--- src/rtl/reg_wb_arbiter.sv ---
// Register-file writeback arbiter: merges ALU and load writebacks into a single registered write port.
// Optional macro REG_WB_FAIRNESS_EN enables the ALU starvation counter; without it, mem always wins ties.
module reg_wb_arbiter #(
  parameter int STARVE_LIMIT = 3
) (
  input  logic        clk,
  input  logic        rst_n,
  input  logic        alu_valid,
  input  logic [4:0]  alu_addr,
  input  logic [31:0] alu_data,
  output logic        alu_ready,
  input  logic        mem_valid,
  input  logic [4:0]  mem_addr,
  input  logic [31:0] mem_data,
  output logic        mem_ready,
  output logic        wrt_sig,
  output logic [4:0]  addr_wrt,
  output logic [31:0] wrt_data,
  input  logic [4:0]  chk_addr0,
  input  logic [4:0]  chk_addr1,
  output logic        chk_hit0,
  output logic        chk_hit1,
  output logic [7:0]  drop_cnt
);

  if (STARVE_LIMIT < 1 || STARVE_LIMIT > 15) begin : g_limit_range
    $error("reg_wb_arbiter: STARVE_LIMIT must be in 1..15");
  end

  logic        alu_win;
  logic        xfer;
  logic [4:0]  sel_addr;
  logic [31:0] sel_data;

`ifdef REG_WB_FAIRNESS_EN
  localparam logic [3:0] LIMIT = 4'(STARVE_LIMIT);

  logic [3:0] starve_cnt;

  always_comb begin
    alu_win = alu_valid && (!mem_valid || (starve_cnt == LIMIT));
  end

  // NOTE: sequential state is updated with <= so every flop samples pre-edge values.
  always_ff @(posedge clk or negedge rst_n) begin
    if (!rst_n) begin
      starve_cnt <= '0;
    end else if (alu_ready) begin
      starve_cnt <= '0;
    end else if (alu_valid && (starve_cnt != LIMIT)) begin
      starve_cnt <= starve_cnt + 4'd1;
    end
  end
`else
  always_comb begin
    alu_win = alu_valid && !mem_valid;
  end
`endif

  // Grants are forced low while reset is asserted so nothing is handed out mid-reset.
  always_comb begin
    alu_ready = rst_n && alu_win;
    mem_ready = rst_n && mem_valid && !alu_win;
    xfer      = alu_ready || mem_ready;
    sel_addr  = alu_win ? alu_addr : mem_addr;
    sel_data  = alu_win ? alu_data : mem_data;
  end

  // Single output register; a write to r0 is absorbed and only counted.
  always_ff @(posedge clk or negedge rst_n) begin
    if (!rst_n) begin
      wrt_sig  <= 1'b0;
      addr_wrt <= '0;
      wrt_data <= '0;
    end else begin
      wrt_sig <= xfer && (sel_addr != 5'd0);
      if (xfer) begin
        addr_wrt <= sel_addr;
        wrt_data <= sel_data;
      end
    end
  end

  always_ff @(posedge clk or negedge rst_n) begin
    if (!rst_n) begin
      drop_cnt <= '0;
    end else if (xfer && (sel_addr == 5'd0) && (drop_cnt != 8'hFF)) begin
      drop_cnt <= drop_cnt + 8'd1;
    end
  end

  always_comb begin
    chk_hit0 = wrt_sig && (chk_addr0 != 5'd0) && (chk_addr0 == addr_wrt);
    chk_hit1 = wrt_sig && (chk_addr1 != 5'd0) && (chk_addr1 == addr_wrt);
  end

endmodule

--- config.mk ---
export PLATFORM = sky130hd
export DESIGN_NAME = reg_wb_arbiter
export DESIGN_NICKNAME = d
export VERILOG_FILES = /design/src/rtl/reg_wb_arbiter.sv
export SDC_FILE = /design/constraint.sdc
export NUM_CORES = 1
export LEC_CHECK = 0
export BUFFER_PORTS_ARGS = -buffer_cell sky130_fd_sc_hd__buf_4
export CORE_UTILIZATION = 43
export CTS_CLUSTER_SIZE = 12
export DETAILED_ROUTE_END_ITERATION = 6
export GPL_ROUTABILITY_DRIVEN = 0
export PLACE_DENSITY = 0.79
export REMOVE_ABC_BUFFERS = 1
export SETUP_SLACK_MARGIN = 0.5
export SYNTH_ARGS = -nofsm -noshare
export SYNTH_HDL_FRONTEND = slang
export SYNTH_SLANG_ARGS = --single-unit
--- constraint.sdc ---
create_clock -name clk -period 1.85 [get_ports clk]
set_input_delay 0.0925 -clock clk [delete_from_list [all_inputs] [get_ports clk]]
set_output_delay 0.0925 -clock clk [all_outputs]
set_load 0.01 [all_outputs]
==> results.yml <==
synth:
  ys_seq_area_frac: 0.494
  ys_seq_elements: 46
  synthTopCellsByArea: "dfrtp_1 49%, mux2i_1 15%, o21ai_0 8.0%, nand2_1 5.8%, xor2_1 4.5%"
  synth_edf_count: 0
  syn_avg_cell_area_sq_um: 10.3
  synth_area_sq_um: 2330
  ys_types: 31
  synth_top_area_share: 0.494
  synth_largest_area_cell: "dfrtp_1"
  synth_top_flop_cell: "dfrtp_1"
  synthCells: 227
  ys_warn_count: 0
  async_reset_ff_frac: 1.00
clocking:
  clockBufferDepth: 2
  htree_levels: 2
  clockRootBuffer: "clkbuf_8"
  insertion_delay_ns: 0.28
  cts.clk_slew.worst_paths_ns: 0.08
  cts_tree: "yes"
  cts-buffers-inserted: 5
  clock-sinks: 46
run_status:
  violations: "hold timing"
  status: "finished with violations"
worst_setup_path:
  path_max_fanout: 6
  cp.required_ns: 2.02
  critical_path_class: "register to register"
  start_kind: "register"
  cp.arrival_ns: 1.66
  end_kind: "register"
placed_design:
  hpwlAfterDp_mm: 4.29
  io_buffers: 137
  dpl_cell_area_sq_um: 3430
routing:
  drtIter0Drc: 74
  ant_nets: 0
  remaining_drc_errors: 0
  vias_per_cell: 4.93
  routed-via-count: 2202
  wl_mm: 6.06
  wl_per_cell_microns: 13.6
  first_pass_iters: 4
final_layout:
  design_area_sq_um: 3680
  drive_above_1_share: 0.472
  final_common_cell: "buf_4"
  flow.area_growth_from_synthesis_pct: 58.0
  final_nets: 466
  mostFrequentLayoutCells: "154 x buf_4, 44 x dfrtp_1, 36 x mux2i_1, 36 x nand2_1, 36 x o21ai_0"
  diodes: 0
floorplan:
  start_util: 0.450
  die_width_microns: 75.6
  coreArea_sq_um: 5170
  die_area_sq_um: 5710
  placementRows: 26
  ios: 138
  dieHeight_microns: 75.6
global_route:
  grt_max_degree: 75
  overflow: 0
  antenna_found_initial: 0
  grt_pass1_vias: 1955
  grt_pass1_wl_mm: 8.87
  grt_usage: 0.204
sta:
  min_period_over_period: 0.804
  final-setup-viol-count: 0
  finalHoldViolCount: 46
  grt_setup_unrepaired: "true"
  slew_headroom: 0.613
  tightest_slew_ns: 0.569
  finalCriticalPeriod_ns: 1.49
  max_freq_ghz: 0.673
  skew_ns: 0.00108
  slew_viol_final: 0
  fin_hold_ws_ns: -0.0712
power_and_ir_drop:
  ir_worst_vdd_v: 0.000429
  fin_total_pwr_w: 0.00255
  power_density_nw_per_um2: 693
  p_leak_nw: 1.97
hold_path:
  hold_path_class: "input port to asynchronous set/reset pin"
flow_run:
  max_cap_violations: 0
synth_stat cells, types with 2 or more instances:
cell,n
nand3_1,7
mux2i_1,36
and2_1,2
o21ai_0,37
nor4_1,5
nor4_2,2
dfrtp_1,46
a21oi_1,2
xnor2_1,2
nand2_1,36
nor2_1,4
nor3_1,6
and3_1,2
clkbuf_1,8
xor2_1,12
nor4b_1,2
buf_2,3
nor2b_1,2
stage by stage:
stage / setup TNS (ns) / instances / worst slack (ns) / utilization
after global placement: 0 / 425 / 0.208 / 0.662
after CTS: 0 / 443 / 0.390 / 0.700
after detailed placement: 0 / 425 / 0.193 / 0.662
after floorplan: -82.73 / 215 / -2.20 / -
final: 0 / 447 / 0.364 / 0.711
after global routing: 0 / 447 / 0.286 / 0.711
routing by layer:
layer / track usage / wire length (microns)
met2: 0.362 / 2980
met5: 0 / 0
met3: 0.0450 / 518
met1: 0.255 / 2500
met4: 0.0494 / 55
report_power, final:
| part | switching (W) | leakage, nW | internal [W] |
|---|---|---|---|
| clock network | 0.000294 | 0.0383 | 0.000260 |
| logic | 0.000341 | 1.36 | 0.000445 |
| registers | 0.0000803 | 0.573 | 0.00113 |
state kept, by name, summed over array words and instances, names as in the netlist:
register	cells
drop_cnt	8
addr_wrt	5
wrt_sig	1
wrt_data	32
path summary, 6_finish.rpt:
kind / startpoint / to / slack, ns / cells past startpoint
max in group asynchronous: rst_n / addr_wrt[0] / 1.48 / 2
hold / removal: rst_n / drop_cnt[7] / -0.07 / 2
min in group clk: alu_data[20] / wrt_data[20] / 0.09 / 3
setup / recovery: drop_cnt[0] / drop_cnt[1] / 0.36 / 5
setup reg to reg: drop_cnt[0] / drop_cnt[1] / 0.36 / 5
hold reg to reg: wrt_data[12] / wrt_data[12] / 0.48 / 2
kinds of logic (layout without fill, tap and decap cells):
logic type	Yosys count	in the layout	share of synthesized area
multiplexers	39	39	0.170
AO/OA/AOI/OAI	42	42	0.0930
AND/OR/NAND/NOR	72	72	0.155
buffers and inverters	13	163	0.0296
flip-flops	46	46	0.494
adder cells (fa/ha/maj)	1	1	0.00537
XOR/XNOR	14	14	0.0527
timing repair:
item / 4_1_cts / 5_1_grt
gates resized for setup: 9 / 6
hold endpoints to repair: 46 / 0
pin swaps: 7 / 4
setup buffers: 11 / 4
endpoints found under the setup margin: 10 / 10
critical path: stages, from the launching register on:
cell     delay [ns]
dfrtp_1        0.37
ha_2           0.21
nand4_1        0.18
nor2_4         0.24
nor3_4         0.07
mux2_4         0.32
final cells by class:
| class | instances | area [sq um] |
|---|---|---|
| flip-flops and latches | 46 | 1150 |
| clock buffers | 7 | 76.3 |
| fillers | 420 | 1490 |
| inverters | 1 | 3.75 |
| repair buffers | 155 | 1180 |
| multi-input cells | 168 | 1180 |
| well taps | 70 | 87.6 |
Power figures use the tool's default switching activity.
